## config.mk

```make
export PLATFORM = sky130hd
export DESIGN_NAME = vec_issue_ctrl
export DESIGN_NICKNAME = d
export VERILOG_FILES = /design/src/rtl/vp_pkg.sv /design/src/rtl/vec_issue_fifo.sv /design/src/rtl/vec_issue_ctrl.sv
export SDC_FILE = /design/constraint.sdc
export NUM_CORES = 1
export LEC_CHECK = 0
export CAP_MARGIN = 30
export CORE_ASPECT_RATIO = 0.5
export CORE_UTILIZATION = 50
export CTS_CLUSTER_DIAMETER = 40
export CTS_CLUSTER_SIZE = 28
export DETAILED_ROUTE_END_ITERATION = 10
export DONT_BUFFER_PORTS = 1
export HOLD_SLACK_MARGIN = 0.02
export PLACE_DENSITY = 0.63
export SETUP_SLACK_MARGIN = 0.05
export SYNTH_ARGS = -nofsm -noshare
export SYNTH_HDL_FRONTEND = slang
export SYNTH_SLANG_ARGS = --single-unit
```

## constraint.sdc

```tcl
create_clock -name clk -period 3.2 [get_ports clk]
set_clock_uncertainty 0.1 [all_clocks]
set_input_delay 0.48 -clock clk [delete_from_list [all_inputs] [get_ports clk]]
set_output_delay 0.48 -clock clk [all_outputs]
set_load 0.01 [all_outputs]
```

## src/rtl/vp_pkg.sv

```systemverilog
// Shared definitions for the vector issue controller: legal opcodes,
// FSM state encoding, the queued-entry layout and the opcode legality check.
package vp_pkg;

    localparam logic [6:0] VADD = 7'h00;
    localparam logic [6:0] VSUB = 7'h01;
    localparam logic [6:0] VMUL = 7'h02;
    localparam logic [6:0] VLE  = 7'h40;
    localparam logic [6:0] VSE  = 7'h20;

    typedef enum logic [1:0] {
        IDLE  = 2'd0,
        ISSUE = 2'd1,
        WAIT  = 2'd2
    } vp_state_e;

    typedef struct packed {
        logic [6:0]  funct;
        logic [4:0]  vs1;
        logic [4:0]  vs2;
        logic [4:0]  vr;
        logic [31:0] vl;
    } vp_entry_t;

    function automatic logic is_legal_funct(input logic [6:0] funct);
        case (funct)
            VADD, VSUB, VMUL, VLE, VSE: return 1'b1;
            default:                    return 1'b0;
        endcase
    endfunction

endpackage

```

## src/rtl/vec_issue_fifo.sv

```systemverilog
// Synchronous instruction FIFO. The head entry is read combinationally so the
// controller can capture it on the same edge it decides to issue.
// DEPTH must be a power of two so the pointers wrap naturally.
module vec_issue_fifo
    import vp_pkg::*;
#(
    parameter int DEPTH = 4
) (
    input  logic                     clk,
    input  logic                     rst_n,
    input  logic                     i_push,
    input  vp_entry_t                i_data,
    input  logic                     i_pop,
    output vp_entry_t                o_head,
    output logic [$clog2(DEPTH):0]   o_count,
    output logic                     o_full,
    output logic                     o_empty
);

    localparam int AW = $clog2(DEPTH);
    localparam int CW = $clog2(DEPTH) + 1;

    vp_entry_t         r_mem [DEPTH];
    logic [AW-1:0]     r_wr_ptr;
    logic [AW-1:0]     r_rd_ptr;
    logic [CW-1:0]     r_count;
    logic              w_push_ok;
    logic              w_pop_ok;

    assign o_full    = (r_count == CW'(DEPTH));
    assign o_empty   = (r_count == '0);
    assign o_count   = r_count;
    assign o_head    = r_mem[r_rd_ptr];
    assign w_push_ok = i_push && !o_full;
    assign w_pop_ok  = i_pop && !o_empty;

    // Storage array: data only, no reset needed.
    always_ff @(posedge clk) begin
        if (w_push_ok) begin
            r_mem[r_wr_ptr] <= i_data;
        end
    end

    // Pointer and occupancy bookkeeping; push+pop together leaves count unchanged.
    always_ff @(posedge clk or negedge rst_n) begin
        if (!rst_n) begin
            r_wr_ptr <= '0;
            r_rd_ptr <= '0;
            r_count  <= '0;
        end else begin
            if (w_push_ok) r_wr_ptr <= r_wr_ptr + 1'b1;
            if (w_pop_ok)  r_rd_ptr <= r_rd_ptr + 1'b1;
            case ({w_push_ok, w_pop_ok})
                2'b10:   r_count <= r_count + 1'b1;
                2'b01:   r_count <= r_count - 1'b1;
                default: r_count <= r_count;
            endcase
        end
    end

endmodule

```

## src/rtl/vec_issue_ctrl.sv

```systemverilog
// Vector issue controller: queues instructions from the core, tracks the
// architectural vector length and sequences the vector unit one op at a time
// (start pulse, wait for done, watchdog abort).
module vec_issue_ctrl
    import vp_pkg::*;
#(
    parameter int QUEUE_DEPTH    = 4,
    parameter int TIMEOUT_CYCLES = 64
) (
    input  logic                          clk,
    input  logic                          rst_n,
    input  logic                          instr_valid,
    output logic                          instr_ready,
    input  logic [6:0]                    instr_funct,
    input  logic [4:0]                    instr_vs1,
    input  logic [4:0]                    instr_vs2,
    input  logic [4:0]                    instr_vr,
    input  logic                          cfg_valid,
    input  logic [31:0]                   cfg_vl,
    output logic                          vp_enable,
    output logic                          vp_start_op,
    output logic [6:0]                    vp_funct,
    output logic [4:0]                    vp_vs1,
    output logic [4:0]                    vp_vs2,
    output logic [4:0]                    vp_vr,
    output logic [31:0]                   vp_vl,
    input  logic                          vp_op_done,
    output logic                          busy,
    output logic [$clog2(QUEUE_DEPTH):0]  queue_count,
    output logic [15:0]                   retired_count,
    output logic                          illegal_err,
    output logic                          timeout_err,
    input  logic                          clear_err
);

    localparam int CW  = $clog2(QUEUE_DEPTH) + 1;
    localparam int WDW = $clog2(TIMEOUT_CYCLES) + 1;

    vp_state_e         r_state;
    vp_state_e         w_next;
    vp_entry_t         w_new;
    vp_entry_t         w_head;
    vp_entry_t         r_vp;
    logic [CW-1:0]     w_count;
    logic              w_full;
    logic              w_empty;
    logic              w_accept;
    logic              w_legal;
    logic              w_push;
    logic              w_pop;
    logic              w_retire;
    logic              w_timeout;
    logic [31:0]       r_vl;
    logic [WDW-1:0]    r_wdog;
    logic              r_start;
    logic              r_enable;
    logic [15:0]       r_retired;
    logic              r_illegal;
    logic              r_timeout;

    assign w_accept = instr_valid && instr_ready;
    assign w_legal  = is_legal_funct(instr_funct);
    assign w_push   = w_accept && w_legal;
    // A config write in the same cycle as a push is what the new entry sees.
    assign w_new    = '{funct: instr_funct, vs1: instr_vs1, vs2: instr_vs2,
                        vr: instr_vr, vl: (cfg_valid ? cfg_vl : r_vl)};

    vec_issue_fifo #(
        .DEPTH (QUEUE_DEPTH)
    ) u_fifo (
        .clk     (clk),
        .rst_n   (rst_n),
        .i_push  (w_push),
        .i_data  (w_new),
        .i_pop   (w_pop),
        .o_head  (w_head),
        .o_count (w_count),
        .o_full  (w_full),
        .o_empty (w_empty)
    );

    assign instr_ready   = !w_full;
    assign busy          = !w_empty || (r_state != IDLE);
    assign queue_count   = w_count;
    assign vp_enable     = r_enable;
    assign vp_start_op   = r_start;
    assign vp_funct      = r_vp.funct;
    assign vp_vs1        = r_vp.vs1;
    assign vp_vs2        = r_vp.vs2;
    assign vp_vr         = r_vp.vr;
    assign vp_vl         = r_vp.vl;
    assign retired_count = r_retired;
    assign illegal_err   = r_illegal;
    assign timeout_err   = r_timeout;

    // State register.
    always_ff @(posedge clk or negedge rst_n) begin
        if (!rst_n) r_state <= IDLE;
        else        r_state <= w_next;
    end

    // Next-state logic; done takes priority over a watchdog expiry in the same cycle.
    always_comb begin
        w_next    = r_state;
        w_pop     = 1'b0;
        w_retire  = 1'b0;
        w_timeout = 1'b0;
        case (r_state)
            IDLE:  if (!w_empty) w_next = ISSUE;
            ISSUE: w_next = WAIT;
            WAIT: begin
                if (vp_op_done) begin
                    w_pop    = 1'b1;
                    w_retire = 1'b1;
                    w_next   = IDLE;
                end else if (r_wdog == WDW'(TIMEOUT_CYCLES - 1)) begin
                    w_pop     = 1'b1;
                    w_timeout = 1'b1;
                    w_next    = IDLE;
                end
            end
            default: w_next = IDLE;
        endcase
    end

    // Watchdog counts cycles spent in WAIT, restarted by every issue.
    always_ff @(posedge clk or negedge rst_n) begin
        if (!rst_n)                          r_wdog <= '0;
        else if (r_state == ISSUE)           r_wdog <= '0;
        else if (r_state == WAIT && !w_pop)  r_wdog <= r_wdog + 1'b1;
    end

    // Architectural vector length, loaded unclamped by config writes.
    always_ff @(posedge clk or negedge rst_n) begin
        if (!rst_n)         r_vl <= '0;
        else if (cfg_valid) r_vl <= cfg_vl;
    end

    // Unit-facing outputs, registered from the next state so they line up with it.
    always_ff @(posedge clk or negedge rst_n) begin
        if (!rst_n) begin
            r_enable <= 1'b0;
            r_start  <= 1'b0;
            r_vp     <= '0;
        end else begin
            r_enable <= 1'b1;
            r_start  <= (w_next == ISSUE);
            r_vp     <= (w_next == IDLE) ? '0 : w_head;
        end
    end

    // Retire counter and sticky error flags; a set event beats clear_err.
    always_ff @(posedge clk or negedge rst_n) begin
        if (!rst_n) begin
            r_retired <= '0;
            r_illegal <= 1'b0;
            r_timeout <= 1'b0;
        end else begin
            if (w_retire) r_retired <= r_retired + 1'b1;
            if (w_accept && !w_legal) r_illegal <= 1'b1;
            else if (clear_err)       r_illegal <= 1'b0;
            if (w_timeout)            r_timeout <= 1'b1;
            else if (clear_err)       r_timeout <= 1'b0;
        end
    end

endmodule
```

==> summary.txt <==
Run status
  – Outcome: complete, but fails checks
  – Failing checks: hold timing

Pwr
  – Switching Share: between 20% and 30%
  – Combinational group share of total power: between 15 and 20%
  – Clk pwr share: roughly 31%
  – Switch Pwr: about 0.0033 W
  – Pwr/cell area: approximately 800 mW/mm^2
  – Pint: approximately 0.0080 W
  – LEAKAGE: a little over 5 nW
  – Flop pwr share: 51.0%
  – VDD IR-drop max: approximately 0.37 mV

Timing
  – Fmax: between 0.3 and 0.4 GHz
  – Hold_ws: -0.491 ns
  – Worst Tran Pin Value: between 0.8 and 0.9 ns
  – Final Max Tran Viols: 0
  – TNS Setup: 0 ns
  – Crit path time final: between 2 and 3 ns
  – RSZ-0062 raised after global routing: no
  – Final setup fails: 0
  – Slew headroom: a little under half
  – Final period util: 81.0%
  – Final Hold Viols: approximately 120

Clock network
  – CTS clock-pin slew for the worst setup and hold paths: roughly 0.09 ns
  – Clock sinks: roughly 340
  – Num CTS Buffers: 26
  – Setup repair bufs after CTS: 0
  – H-tree Lvls: 1
  – CTS max path bufs: 3
  – Clock latency on the worst-skew pair: about 0.57 ns
  – TritonCTS clock tree: yes
  – CTS resizes: 0
  – CTS Root Cell: clkbuf_16

Critical path
  – Crit path DAT: 2.96 ns
  – CP endpoint kind: register
  – Slowest CP cell: or3b_2
  – Worst-path cell chain: or3b_2, nand2_1, nor2_1, inv_1, ha_1, inv_1, fa_1, xor2_1, nor2_1, xor2_1
  – WP data required: around 3.6 ns
  – WS Path Type: register to register
  – Top delay family on crit path: simple AND/OR/NAND/NOR gates
  – Critical Path Max Stage Delay: roughly 0.57 ns
  – Maximum net fanout on the critical path: 7
  – Buf+Inv Stages, Crit Path: 2
  – Setup crit start kind: register

Global route
  – Vias in the first global route: approximately 5,800
  – First-pass GRT wire length: around 35,000 um
  – Overall routing resource usage: 18.0%
  – Largest net degree at the start of global routing: roughly 120
  – Global route total overflow: 0
  – Initial antenna violation count: 0

Final layout
  – Fillers: between 1,500 and 2,000
  – Nets: around 760
  – Share of cells above drive strength 1: around 22%
  – Area Overhead vs Synth: 15.6%
  – Diodes inserted: 0

Yosys
  – EDFF count, synth: about 220
  – Synth Area per Inst: ~20 um^2
  – Synth cell types: between 40 and 50
  – Top cell type's share of synthesized area: a little over half
  – Syn Nets: 690
  – Synth warn: 0
  – Ys async rst share: a little over a third
  – Post-Syn Instances: slightly above 600
  – Sequential area share after synthesis: between 70% and 80%
  – Area leader, netlist: edfxtp_1
  – Top cells by count, synth: edfxtp_1 (216), dfrtp_1 (122), nor2b_1 (55)
  – Most used DFF post-synth: edfxtp_1
  – Synth Cell Area: 0.0124 mm^2
  – Synth Register Bits: 338
  – Synth area leaders: edfxtp_1 (52%), dfrtp_1 (25%), mux4_2 (9.8%), mux2_2 (3.1%), nor2b_1 (2.8%)
  – Count leader, synth: edfxtp_1

Floorplan
  – Std-Cell Core Area: 0.0242 mm^2
  – Rows: 40
  – I/O pin count: ~140
  – Die area: around 0.025 mm^2
  – Die Y: ~110 um
  – Starting Density: 51.3%
  – Chip width: about 220 um

Routing
  – Pre-Repair DR Iteration Count: 4
  – Post-DRT Antenna Nets: 0
  – Initial DRC Count: slightly above 400
  – Wire per inst: between 20 and 25 um
  – Via count: 5,555
  – DRC Markers: 0
  – Final WL: 21,900 um
  – Via density: approximately 5.3

Place
  – Port-buffer cells: 0
  – Final Wtd Congestion: about 0.8
  – DP HPWL: around 13,000 um

Run
  – Max Cap Viol: 0

Worst hold path
  – HP Class: input port to asynchronous set/reset pin
-- power by group through the flow --
stage          Sequential (W)  Combinational, W  Clock (W)
6_report              0.00574           0.00205    0.00347
5_1_grt               0.00582           0.00226    0.00375
4_1_cts               0.00577           0.00212    0.00356
3_5_place_dp          0.00586           0.00203          0
3_3_place_gp          0.00586           0.00203          0
2_1_floorplan         0.00563           0.00165          0
-- cell type report --
type | count | area (um^2) | share of cell area (%)
clock inverters | 19 | 249 | 1.74
repair buffers | 61 | 656 | 4.57
multi-input cells | 251 | 2730 | 19.1
well taps | 336 | 420 | 2.93
flip-flops and latches | 338 | 9540 | 66.6
inverters | 11 | 41.3 | 0.288
clock buffers | 29 | 693 | 4.83
-- cells by family (layout without fill, tap and decap cells) --
family / count (synthesis) / count (layout) / synth area share (%)
compound gates: 18 / 18 / 1.05
simple gates: 113 / 113 / 5.49
xor+xnor: 22 / 22 / 1.55
buf+inv: 33 / 120 / 1.15
fa+ha+maj: 8 / 8 / 0.867
mux: 89 / 89 / 13.0
flops: 338 / 338 / 76.9
other cells: 1 / 1 / 0.0302
-- metal layers --
layer  part of all wire [%]  vias to the layer above  routed length, um  global-route usage (%)
met1                     45                     2920               9930                    25.7
met5                      0                        -                  0                       0
met2                     48                      113              10500                    28.8
met3                    5.3                       24               1170                    4.10
met4                    1.5                        0                325                    3.99
li1                       -                     2498                  -                       -
-- final timing paths --
| kind | startpoint | endpoint | slack [ns] | cells past startpoint |
|---|---|---|---|---|
| setup reg to reg | u_fifo.o_count[0] | u_fifo.o_count[2] | 0.61 | 10 |
| max in group asynchronous | rst_n | u_fifo.r_rd_ptr[0] | 3.29 | 0 |
| hold reg to reg | r_wdog[6] | r_wdog[6] | 0.41 | 2 |
| hold / removal | rst_n | vp_vr[0] | -0.49 | 0 |
| min in group clk | cfg_vl[31] | r_vl[31] | 0.04 | 1 |
| setup / recovery | u_fifo.o_count[0] | u_fifo.o_count[2] | 0.61 | 10 |
-- stage by stage --
stage | total power (W) | setup slack (ns) | instances | area (um^2) | util (%)
2_1_floorplan | 0.00728 | 0.257 | 622 | 12400 | -
3_3_place_gp | 0.00789 | 0.579 | 948 | 12900 | 53.4
3_5_place_dp | 0.00790 | 0.537 | 948 | 12900 | 53.4
4_1_cts | 0.0115 | 0.581 | 1042 | 14300 | 59.2
5_1_grt | 0.0118 | 0.403 | 1045 | 14300 | 59.3
6_report | 0.0113 | 0.609 | 1045 | 14300 | 59.3
-- layout by cell type (no fill, tap or decap), drive strengths merged, types with 4 or more instances in the layout --
| cell type | count |
|---|---|
| nand4 | 4 |
| inv | 22 |
| mux2 | 34 |
| clkinv | 8 |
| xnor2 | 14 |
| nor2 | 9 |
| mux4 | 54 |
| clkbuf | 29 |
| dlygate4sd3 | 49 |
| dfrtp | 122 |
| buf | 12 |
| nand3 | 8 |
| o21ai | 6 |
| and2 | 6 |
| edfxtp | 216 |
| ha | 7 |
| nor2b | 55 |
| nand2 | 14 |
| xor2 | 8 |
-- state kept, by name, summed over array words and instances (netlist names) --
name	flops
vp_vr	5
vp_vl	32
u_fifo.r_mem	216
r_state	2
u_fifo.r_rd_ptr	2
r_wdog	7
u_fifo.r_wr_ptr	2
vp_funct	7
u_fifo.o_count	3
retired_count	16
r_vl	32
vp_enable	1
illegal_err	1
timeout_err	1
vp_start_op	1
vp_vs1	5
vp_vs2	5
-- what timing repair did --
action | in CTS | in global routing
endpoints found under the setup margin | 0 | 0
hold buffers | 46 | 3
endpoints found under the hold margin | 229 | 124
No activity file was read; power rests on OpenSTA's default activity.
